===== src/rtl/spi_frame_reader.sv =====
// SPI master that reads one NBITS-wide interlock frame from the input CPLD per request.
// Optional build macro AUTO_POLL_EN adds a free-running poll timer that issues periodic frame requests.
module spi_frame_reader #(
    parameter int NBITS    = 75,
    parameter int HALF     = 8,
    parameter int CS_SETUP = 4,
    parameter int CS_HOLD  = 4,
    parameter int MIN_GAP  = 16
`ifdef AUTO_POLL_EN
    ,
    parameter int POLL_PERIOD = 50000
`endif
) (
    input  logic             pclk_50M,
    input  logic             rst,
    input  logic             start,
    output logic             busy,
    output logic [0:NBITS-1] data_out,
    output logic             data_valid,
    output logic             spi_cs,
    output logic             spi_clk,
    input  logic             miso
);

    localparam int PERIOD = 2 * HALF;
    localparam int CMAX_A = (PERIOD > CS_SETUP) ? PERIOD : CS_SETUP;
    localparam int CMAX_B = (CS_HOLD > MIN_GAP) ? CS_HOLD : MIN_GAP;
    localparam int CMAX   = (CMAX_A > CMAX_B) ? CMAX_A : CMAX_B;
    localparam int CW     = $clog2(CMAX + 1);
    localparam int BW     = (NBITS > 1) ? $clog2(NBITS) : 1;

    typedef enum logic [2:0] {
        IDLE,
        SETUP,
        SHIFT,
        HOLD,
        GAP
    } state_t;

    state_t           state, state_nxt;
    logic [CW-1:0]    cnt, cnt_nxt;
    logic [BW-1:0]    bit_cnt, bit_cnt_nxt;
    logic             cs_nxt, clk_nxt, busy_nxt, valid_nxt;
    logic             capture, publish;
    logic             miso_meta, miso_sync;
    logic [0:NBITS-1] shift_reg;
    logic             start_req;

`ifdef AUTO_POLL_EN
    localparam int PW = (POLL_PERIOD > 1) ? $clog2(POLL_PERIOD) : 1;

    logic [PW-1:0] poll_cnt;
    logic          poll_tick;

    always_ff @(posedge pclk_50M) begin
        if (rst) begin
            poll_cnt <= '0;
        end else if (poll_cnt == PW'(POLL_PERIOD - 1)) begin
            poll_cnt <= '0;
        end else begin
            poll_cnt <= poll_cnt + PW'(1);
        end
    end

    // Tick on count zero so the first poll fires right after reset release.
    assign poll_tick = (poll_cnt == '0);
    assign start_req = start | poll_tick;
`else
    assign start_req = start;
`endif

    always_ff @(posedge pclk_50M) begin
        if (rst) begin
            miso_meta <= 1'b0;
            miso_sync <= 1'b0;
        end else begin
            miso_meta <= miso;
            miso_sync <= miso_meta;
        end
    end

    always_comb begin
        state_nxt   = state;
        cnt_nxt     = cnt + CW'(1);
        bit_cnt_nxt = bit_cnt;
        cs_nxt      = spi_cs;
        clk_nxt     = spi_clk;
        busy_nxt    = busy;
        valid_nxt   = 1'b0;
        capture     = 1'b0;
        publish     = 1'b0;
        case (state)
            IDLE: begin
                cnt_nxt = '0;
                if (start_req) begin
                    state_nxt = SETUP;
                    cs_nxt    = 1'b0;
                    busy_nxt  = 1'b1;
                end
            end
            SETUP: begin
                if (cnt == CW'(CS_SETUP - 1)) begin
                    state_nxt   = SHIFT;
                    cnt_nxt     = '0;
                    bit_cnt_nxt = '0;
                    clk_nxt     = 1'b1;
                end
            end
            SHIFT: begin
                // Each period is high phase then low phase; sample at the end of the high phase.
                if (cnt == CW'(HALF - 1)) begin
                    clk_nxt = 1'b0;
                    capture = 1'b1;
                end else if (cnt == CW'(PERIOD - 1)) begin
                    cnt_nxt = '0;
                    if (bit_cnt == BW'(NBITS - 1)) begin
                        state_nxt = HOLD;
                    end else begin
                        clk_nxt     = 1'b1;
                        bit_cnt_nxt = bit_cnt + BW'(1);
                    end
                end
            end
            HOLD: begin
                if (cnt == CW'(CS_HOLD - 1)) begin
                    state_nxt = GAP;
                    cnt_nxt   = '0;
                    cs_nxt    = 1'b1;
                    valid_nxt = 1'b1;
                    publish   = 1'b1;
                end
            end
            GAP: begin
                if (cnt == CW'(MIN_GAP - 1)) begin
                    state_nxt = IDLE;
                    cnt_nxt   = '0;
                    busy_nxt  = 1'b0;
                end
            end
            default: begin
                state_nxt = IDLE;
                cnt_nxt   = '0;
                cs_nxt    = 1'b1;
                clk_nxt   = 1'b0;
                busy_nxt  = 1'b0;
            end
        endcase
    end

    always_ff @(posedge pclk_50M) begin
        if (rst) begin
            state      <= IDLE;
            cnt        <= '0;
            bit_cnt    <= '0;
            spi_cs     <= 1'b1;
            spi_clk    <= 1'b0;
            busy       <= 1'b0;
            data_valid <= 1'b0;
            shift_reg  <= '0;
            data_out   <= '0;
        end else begin
            state      <= state_nxt;
            cnt        <= cnt_nxt;
            bit_cnt    <= bit_cnt_nxt;
            spi_cs     <= cs_nxt;
            spi_clk    <= clk_nxt;
            busy       <= busy_nxt;
            data_valid <= valid_nxt;
            if (capture) begin
                shift_reg <= {shift_reg[1:NBITS-1], miso_sync};
            end
            if (publish) begin
                data_out <= shift_reg;
            end
        end
    end

endmodule


===== config.mk =====
export PLATFORM = sky130hd
export DESIGN_NAME = spi_frame_reader
export DESIGN_NICKNAME = d
export VERILOG_FILES = /design/src/rtl/spi_frame_reader.sv
export SDC_FILE = /design/constraint.sdc
export NUM_CORES = 1
export LEC_CHECK = 0
export BUFFER_PORTS_ARGS = -buffer_cell sky130_fd_sc_hd__buf_2
export CAP_MARGIN = 20
export CORE_MARGIN = 5
export CORE_UTILIZATION = 37
export DETAILED_ROUTE_END_ITERATION = 6
export PLACE_DENSITY_LB_ADDON = 0.3
export SLEW_MARGIN = 5
export SYNTH_ARGS = -nofsm -noshare
export SYNTH_HDL_FRONTEND = slang
export SYNTH_SLANG_ARGS = --single-unit

===== constraint.sdc =====
create_clock -name pclk_50M -period 3.6 [get_ports pclk_50M]
set_input_delay 0 -clock pclk_50M [delete_from_list [all_inputs] [get_ports pclk_50M]]
set_output_delay 0 -clock pclk_50M [all_outputs]
set_load 0.1 [all_outputs]

# --- Word-level counts from Yosys, hierarchy flattened ---
# Cells that the tools add are included.
word_totals:
  reg_bits: 171
  inputBits: 4
  out_inout_bits: 79
  elab_cells: 76
op_classes:
  addsub: 2
  eq_ne: 18
  muxes: 31
  n_bitwise: 3
  reduce_logical: 11
ops:
  columns: ["operator", "count"]
  rows:
  - ["$mux 7", 4]
  - ["$mux 3", 7]
  - ["$ne 2x2->1 const B", 8]
  - ["$mux 5", 3]
  - ["$pmux 3 s5", 1]
  - ["$pmux 5 s3", 1]
  - ["$pmux 7 s2", 1]
  - ["$mux 1", 11]
  - ["$pmux 1 s3", 3]
  - ["$reduce_or 3->1", 3]
  - ["$add 7x1->7 const B", 1]
  - ["$eq 7x7->1 const B", 1]
  - ["$reduce_and 7->1", 1]
  - ["$eq 3x2->1 const B", 2]
  - ["$ne 3x3->1 const B", 2]
  - ["$reduce_and 3->1", 2]
  - ["$add 5x1->5 const B", 1]
  - ["$eq 5x2->1 const B", 1]
  - ["$eq 5x3->1 const B", 1]
  - ["$eq 5x4->1 const B", 1]
  - ["$reduce_and 5->1", 1]
  - ["$reduce_and 4->1", 1]
  - ["$eq 3x1->1 const B", 1]
  - ["$eq 3x3->1 const B", 1]
  - ["other kinds (4)", 6]

# --- Longest topological paths before layout ---
# Gate-level depths: netlist of the first run.
depth:
  word_depth: 5
  mapped_depth: 8
  mapped_depth_nobuf: 7

# --- Least setup slack after synthesis of the first run ---
# Ideal clock, no wire load.
synth_timing:
  path_type: "reg-to-reg"
  start: "register cnt[0]"
  end: "register bit_cnt[6]"
  setup_ns: 0.079
  t_arrival_ns: 1.710
  t_required_ns: 3.521
  slack_ns: 1.811
  stages_incl_launch_ff: 8
  n_path_buf: 0
  period_less_slack_ns: 1.789
  cell_sequence: "dfxtp_1 ha_1 nand3_1 inv_1 ha_1 o2111ai_2 or4_1 o211ai_1"
synth_via:
  elab_chain_cells: 3
  word_cells_on_any_way: 7
  cone_classes: "eq/ne (6); reduce/logical (1)"
synth_rtl:
  columns: ["element", "line", "rtl"]
  rows:
  - ["start, declared", "41", "logic [CW-1:0] cnt, cnt_nxt;"]
  - ["start signal, assigned", "163", "cnt <= cnt_nxt;"]
  - ["$eq 5x4->1, or another cell as far along", "114", "end else if (cnt == CW'(PERIOD - 1)) begin"]
  - ["$ne 2x2->1 (no source line)", null, null]
  - ["$reduce_and 5->1 (no source line) *", null, null]
  - ["end signal, assigned", "164", "bit_cnt <= bit_cnt_nxt;"]
  - ["end, declared", "42", "logic [BW-1:0] bit_cnt, bit_cnt_nxt;"]
# Mark *: on every way between the ends. The rest lies on a longest branch, timed or not.
# A chain may end at the register's enable or synchronous reset.

# --- Worst setup path after layout of the first run ---
layout_timing:
  start: "register cnt[0]"
  end: "register shift_reg[8] in the netlist's numbering"
layout_via:
  elab_chain_cells: 3
layout_rtl:
  columns: ["element", "line", "rtl"]
  rows:
  - ["$eq 5x3->1", "111", "if (cnt == CW'(HALF - 1)) begin"]
  - ["$mux 1", "111", null]
  - ["$mux 1", "92", "case (state)"]
  - ["end signal, assigned", "170", "shift_reg <= {shift_reg[1:NBITS-1], miso_sync};"]
  - ["end, declared", "46", "logic [0:NBITS-1] shift_reg;"]
# Every way passes these cells.

==> results of run 1 <==
## worst max-delay path by stage
stage / endpoint
2_1_floorplan: bit_cnt[6]
3_3_place_gp: shift_reg[44]
3_5_place_dp: shift_reg[8]
4_1_cts: shift_reg[38]
5_1_grt: shift_reg[62]
6_report: shift_reg[8]
## worst register-to-register path, cell delays in order (launching register included)
cell and delay (ns):
dfxtp_1 0.35, ha_1 0.26, nor4bb_1 0.51, nand2_2 0.41
buf_4 0.43, nand2_1 0.17, a21oi_1 0.07
## layer usage
layer | GRT usage | part of all wire | up-vias
li1 | - | - | 2674
met1 | 0.183 | 0.48 | 2398
met2 | 0.223 | 0.46 | 76
met3 | 0.0471 | 0.046 | 11
met4 | 0.0474 | 0.0090 | 0
met5 | 0 | 0 | -
## cell usage in the layout (no fill, tap or decap), types with 2 or more instances in the layout
master         count
dfxtp_1          171
nor2_1             8
nor4b_4            2
bufinv_16          4
o21bai_1           2
ha_1               5
inv_1              6
nand3_1            6
a21oi_1          158
nand2b_1           9
inv_6              2
clkbuf_16         17
nor3b_1            2
o21ai_0            6
nand2_1          307
xnor2_1            2
nor3_1             5
buf_4              7
buf_2             81
a21o_1             2
nor2b_1            3
o211ai_1           4
dlygate4sd3_1      2
o31a_1             2
or3b_1             2
clkinvlp_4         4
nand4bb_1          2
## power groups by stage
stage          Clock, mW  Sequential (mW)  Combinational (mW)
4_1_cts             1.96             1.90              0.0788
2_1_floorplan          0             1.96              0.0438
3_5_place_dp           0             1.95              0.0772
5_1_grt             2.06             1.90              0.0847
3_3_place_gp           0             1.95              0.0777
6_report            1.91             1.90              0.0780
## layout make-up
cell class                      count  share of cell area
Timing Repair Buffer               91              0.0668
Tap cell                          220              0.0369
Multi-Input combinational cell    551               0.351
Clock inverter                     13              0.0259
Inverter                            6             0.00302
Clock buffer                       17              0.0571
Sequential cell                   171               0.460
## repair_timing
item / 4_1_cts / 5_1_grt
hold buffers: 2 / 0
endpoints found under the hold margin: 3 / 0
buffers inserted: 0 / 0
## cells by family (layout without fill, tap and decap cells)
kind of cell | after synthesis | in the layout
AO/OA/AOI/OAI | 186 | 186
flip-flops | 171 | 171
AND/OR/NAND/NOR | 355 | 355
multiplexers | 2 | 2
buffers and inverters | 62 | 127
adder cells (fa/ha/maj) | 5 | 5
XOR/XNOR | 3 | 3
==> impl_summary.txt, run 1 <==
----------------------------------------------------
[Placement]
  Placer congestion estimate ... 0.780
  Detail Placement HPWL ... 8340 µm
  Cell Area, Placed ... 6810 µm²
  Pre-CTS setup slack ... 1.29 ns
  Inst Count DP ... 1037
  IO buf count ... 82

[Route]
  Routed vias ... 5159
  Count of routing violations after the opening detailed-route iteration ... 298
  Post-detailed-route DRC marker count ... 0
  Average via count per standard cell ... 4.83
  Drt wl/cell ... 12.9 µm
  Initial DRT Pass Iterations ... 4
  Total wire length after detailed routing ... 13800 µm
  Number of nets with antenna violations after routing ... 0

[Clock tree]
  CTS Root Buffer Type ... clkbuf_16
  Bufs on Longest Clock Path ... 2
  Cts bufs inserted ... 17
  Clock latency at the later pin of the worst-skew pair ... 0.43 ns
  CTS tree ... done
  Number of H-tree levels ... 4
  Clock-pin slew on the worst setup and hold paths ... 0.07 ns
  CTS resizes ... 0
  Sinks on Clock Net ... 171

[Floorplan]
  Number of standard-cell rows in the floorplan ... 47
  Core Box Area ... 16700 µm²
  Horizontal extent of the die ... 141 µm
  Die Ht ... 141 µm
  Initial Util ... 0.379
  Io pins ... 83
  Overall die area ... 19800 µm²

[Global routing]
  Largest net degree at the start of global routing ... 108
  Global-route wire length before repair ... 23300 µm
  Antenna violations before repair ... 0
  Grt total ovfl ... 0
  GR Util All Layers ... 0.141
  Vias in the first global route ... 4824

[Worst setup path]
  Nature of the critical path endpoint ... flip-flop
  Reg2Reg Launch Point ... cnt[0]
  Endpoint arrival time on the critical path ... 2.62 ns
  Crit path max-delay cell type ... nor4bb_1
  Maximum single-stage delay on the critical path ... 0.51 ns
  Flop-to-flop setup slack ... 1.24 ns
  Biggest fanout along the worst timing path ... 53
  Critical-path cell list ... ha_1 > nor4bb_1 > nand2_2 > buf_4 > nand2_1 > a21oi_1
  Critical path startpoint category ... flip-flop
  Top delay family on crit path ... simple AND/OR/NAND/NOR gates
  Critical Path Source ... cnt[0]
  Logic depth of the worst register-to-register path ... 6
  Logic depth of the worst setup path including buffers ... 6
  CP required ... 3.85 ns
  CP Buf/Inv Count ... 1
  WS Path Type ... flip-flop to flip-flop
  RR Endpoint ... shift_reg[8]

[Final layout]
  Number of antenna repair diodes ... 0
  Cell Count, Final, Fillers Out ... 1069
  Post-route cell area ... 7450 µm²
  Total Nets Final ... 847
  Multi-input logic area ... 2610 µm²
  Number of filler instances in the final layout ... 1720
  Proportion of layout cells with a drive suffix above 1 ... 0.152
  Final Util ... 0.446
  Area overhead of the layout relative to synthesis ... 17.6%
  Register Area ... 3420 µm²

[Hold path]
  Hold Path Sink ... data_out[69]
  Hold_sp ... rst
  Hold Path Class ... primary input to flip-flop
  Number of cells on the worst hold path ... 2

[Synthesis]
  Proportion of synthesized flip-flops having asynchronous set or reset ... 0
  Complex-gate fraction of the synthesized area ... 0.159
  Synth Net Count ... 793
  Cell area after technology mapping ... 6330 µm²
  Synth Area in Simple Gates ... 0.235
  Unique cell type count in the Yosys netlist ... 47
  Synthesized-area fraction occupied by xor and xnor cells ... 0.00415
  Most instantiated cells after synthesis ... nand2_1 (308), dfxtp_1 (171), a21oi_1 (158)
  Syn_area_per_cell ... 8.08 µm²
  Seq cells post-synth ... 171
  Combinational family with the most area after synthesis ... simple AND/OR/NAND/NOR gates
  Cell count after synthesis ... 784
  Biggest area contributors in the synthesized netlist ... dfxtp_1 (54%), nand2_1 (18%), a21oi_1 (12%)
  Adder-cell share of the synthesized area ... 0.00988
  Synth top area share ... 0.540
  Seq/Total Area, Yosys ... 0.540
  Multiplexer share of the synthesized area ... 0.00336
  Count leader, synth ... nand2_1
  Number of synthesized flops with an enable pin ... 0
  Most used flip-flop cell after synthesis ... dfxtp_1
  Warning count from the yosys run ... 0
  Largest area contributor in the netlist ... dfxtp_1

[Timing]
  Share of the clock period used by the worst path after layout ... 0.657
  Period minus WS final ... 2.36 ns
  Headroom to the max-slew limit ... 0.271
  Layout Skew ... 0.0143 ns
  Setup total negative slack ... 0 ns
  Number of failing setup endpoints in the final timing report ... 0
  Slew at the pin closest to its max-slew limit ... 1.09 ns
  Setup slack of the critical path after layout ... 1.24 ns
  Highest attainable clock frequency ... 0.423 GHz
  Final Hold Violating Endpoints ... 0
  RSZ-0062 raised after global routing ... no
  Tightest hold margin ... 0.0947 ns
  Number of pins with negative max-slew slack in the final report ... 0

[Power]
  Power Internal ... 3.07 mW
  Post-layout power ... 3.90 mW
  P_sw ... 821 µW
  Power per cell area ... 523 nW/µm²
  Share of power burned in the clock network ... 0.492
  Part of the total power dissipated in combinational logic ... 0.020
  Sequential group share of total power ... 0.488
  Leakage power ... 2.66 nW
  Worst vdd rail ir drop ... 0.000330 V
  Fraction of power spent switching nets ... 0.211

[Flow run]
  Reported max-cap violation count ... 0

[Outcome]
  Run status ... completed

----------------------------------------------------
Power figures use the tool's default switching activity.
==> run 2: changes to the inputs <==
Clock period 3.6 ns to 2.37 ns, I/O delays scaled along.
==> impl_summary.txt, run 2 (same netlist as run 1, synthesis figures left out) <==
----------------------------------------------------
[Outcome]
  Run status ... completed (unchanged)

[Clock tree]
  Bufs on Longest Clock Path ... 2 (unchanged)
  Number of H-tree levels ... 4 (unchanged)
  Cts bufs inserted ... 17 (unchanged)
  CTS tree ... done (unchanged)
  Sinks on Clock Net ... 171 (unchanged)
  Clock-pin slew on the worst setup and hold paths ... 0.06 ns (was 0.07 ns)
  CTS Root Buffer Type ... clkbuf_16 (unchanged)
  Clock latency at the later pin of the worst-skew pair ... 0.42 ns (was 0.43 ns)

[Worst setup path]
  Reg2Reg Launch Point ... cnt[0] (unchanged)
  Critical-path cell list ... ha_1 > nand3_1 > inv_1 > ha_1 > o2111ai_2 > or4_1 > o211ai_1 (was ha_1 > nor4bb_1 > nand2_2 > buf_4 > nand2_1 > a21oi_1)
  CP Buf/Inv Count ... 1 (unchanged)
  Nature of the critical path endpoint ... flip-flop (unchanged)
  Critical path startpoint category ... flip-flop (unchanged)
  CP required ... 2.71 ns (was 3.85 ns)
  Maximum single-stage delay on the critical path ... 0.55 ns (was 0.51 ns)
  Top delay family on crit path ... simple AND/OR/NAND/NOR gates (unchanged)
  Biggest fanout along the worst timing path ... 6 (was 53)
  Critical Path Source ... cnt[0] (unchanged)
  Endpoint arrival time on the critical path ... 2.33 ns (was 2.62 ns)
  Most used cell along the critical path ... ha_1
  Crit path max-delay cell type ... or4_1 (was nor4bb_1)
  WS Path Type ... flip-flop to flip-flop (unchanged)

[Hold path]
  Hold Path Class ... primary input to flip-flop (unchanged)
  Hold_sp ... miso (was rst)

[Timing]
  Number of pins with negative max-slew slack in the final report ... 0 (unchanged)
  Layout Skew ... 0.00988 ns (was 0.0143 ns)
  Tightest hold margin ... 0.391 ns (was 0.0947 ns)
  Share of the clock period used by the worst path after layout ... 0.842 (was 0.657)
  Number of failing setup endpoints in the final timing report ... 0 (unchanged)
  Highest attainable clock frequency ... 0.501 GHz (was 0.423 GHz)
  Period minus WS final ... 2.00 ns (was 2.36 ns)
  RSZ-0062 raised after global routing ... no (unchanged)
  Setup total negative slack ... 0 ns (unchanged)
  Final Hold Violating Endpoints ... 0 (unchanged)
  Setup slack of the critical path after layout ... 0.374 ns (was 1.24 ns)
  Slew at the pin closest to its max-slew limit ... 0.815 ns (was 1.09 ns)
  Headroom to the max-slew limit ... 0.456 (was 0.271)

[Floorplan]
  Number of standard-cell rows in the floorplan ... 47 (unchanged)
  Initial Util ... 0.379 (unchanged)
  Horizontal extent of the die ... 141 µm (unchanged)
  Die Ht ... 141 µm (unchanged)
  Core Box Area ... 16700 µm² (unchanged)
  Overall die area ... 19800 µm² (unchanged)
  Io pins ... 83 (unchanged)

[Route]
  Count of routing violations after the opening detailed-route iteration ... 326 (was 298)
  Number of nets with antenna violations after routing ... 0 (unchanged)
  Routed vias ... 5190 (was 5159)
  Initial DRT Pass Iterations ... 4 (unchanged)
  Total wire length after detailed routing ... 13700 µm (was 13800 µm)
  Drt wl/cell ... 12.8 µm (was 12.9 µm)
  Average via count per standard cell ... 4.83 (about the same)
  Post-detailed-route DRC marker count ... 0 (unchanged)

[Global routing]
  Vias in the first global route ... 4841 (was 4824)
  Antenna violations before repair ... 0 (unchanged)
  GR Util All Layers ... 0.139 (was 0.141)
  Grt total ovfl ... 0 (unchanged)
  Global-route wire length before repair ... 23100 µm (was 23300 µm)
  Largest net degree at the start of global routing ... 169 (was 108)

[Final layout]
  Highest-count cells in the layout ignoring fill and taps ... nand2_1 (307), dfxtp_1 (171), a21oi_1 (158), buf_2 (81), clkbuf_16 (17) (unchanged)
  Area overhead of the layout relative to synthesis ... 18.0% (was 17.6%)
  Most common cell after layout, fill and taps aside ... nand2_1 (unchanged)
  Total Nets Final ... 851 (was 847)
  Number of antenna repair diodes ... 0 (unchanged)
  Proportion of layout cells with a drive suffix above 1 ... 0.155 (was 0.152)

[Power]
  Leakage power ... 2.67 nW (was 2.66 nW)
  Worst vdd rail ir drop ... 0.000471 V (was 0.000330 V)
  Post-layout power ... 5.74 mW (was 3.90 mW)
  Power per cell area ... 768 nW/µm² (was 523 nW/µm²)

[Placement]
  IO buf count ... 82 (unchanged)
  Placer congestion estimate ... 0.763 (was 0.780)
  Detail Placement HPWL ... 8080 µm (was 8340 µm)
  Pre-CTS setup slack ... 0.370 ns (was 1.29 ns)

[Flow run]
  Reported max-cap violation count ... 0 (unchanged)

----------------------------------------------------
[run 2: final cells by class]
cell class | instances | area, µm²
Sequential cell | 171 | 3420
Clock inverter | 10 | 118
Inverter | 6 | 22.5
Tap cell | 220 | 275
Fill cell | 1704 | 9220
Timing Repair Buffer | 95 | 556
Multi-Input combinational cell | 551 | 2610
Clock buffer | 21 | 470
[run 2: what timing repair did]
item                                   4_1_cts  5_1_grt
hold buffers                                 3        0
buffers inserted                             0        0
endpoints found under the hold margin        4        0
gates resized for setup                      0        0
[run 2: layer usage]
layer,wire length [µm],up-vias,part of all wire,GRT usage
li1,-,2694,-,-
met1,6720,2419,0.49,0.179
met2,6350,69,0.46,0.226
met3,568,8,0.041,0.0410
met4,74,0,0.0054,0.0428
met5,0,-,0,0
[run 2: where the power goes]
group | switching (mW) | internal (mW) | total (mW)
sequential | 0.00829 | 2.88 | 2.89
clock | 1.10 | 1.63 | 2.73
combinational | 0.0956 | 0.0280 | 0.124
total | 1.20 | 4.54 | 5.74
[run 2: worst paths after layout]
| path | cells past startpoint | slack (ns) | end |
|---|---|---|---|
| setup / recovery | 7 | 0.37 | bit_cnt[6] |
| hold / removal | 3 | 0.39 | miso_meta |
| setup reg to reg | 7 | 0.37 | bit_cnt[6] |
| hold reg to reg | 2 | 0.44 | shift_reg[74] |
[run 2: worst reg2reg max path: cells and delay by family (launching register included)]
kind            cells  cell delay, ns
compound gates      2            0.32
fa+ha+maj           2            0.50
buf+inv             1            0.07
flops               1            0.35
simple gates        2            0.68
[run 2: metrics by stage]
stage,cell area (µm²),utilization,cells
floorplan,6330,-,784
global placement,6860,0.411,1040
detailed placement,6860,0.411,1040
finish,7480,0.448,1074
CTS,7480,0.448,1074
global route,7480,0.448,1074
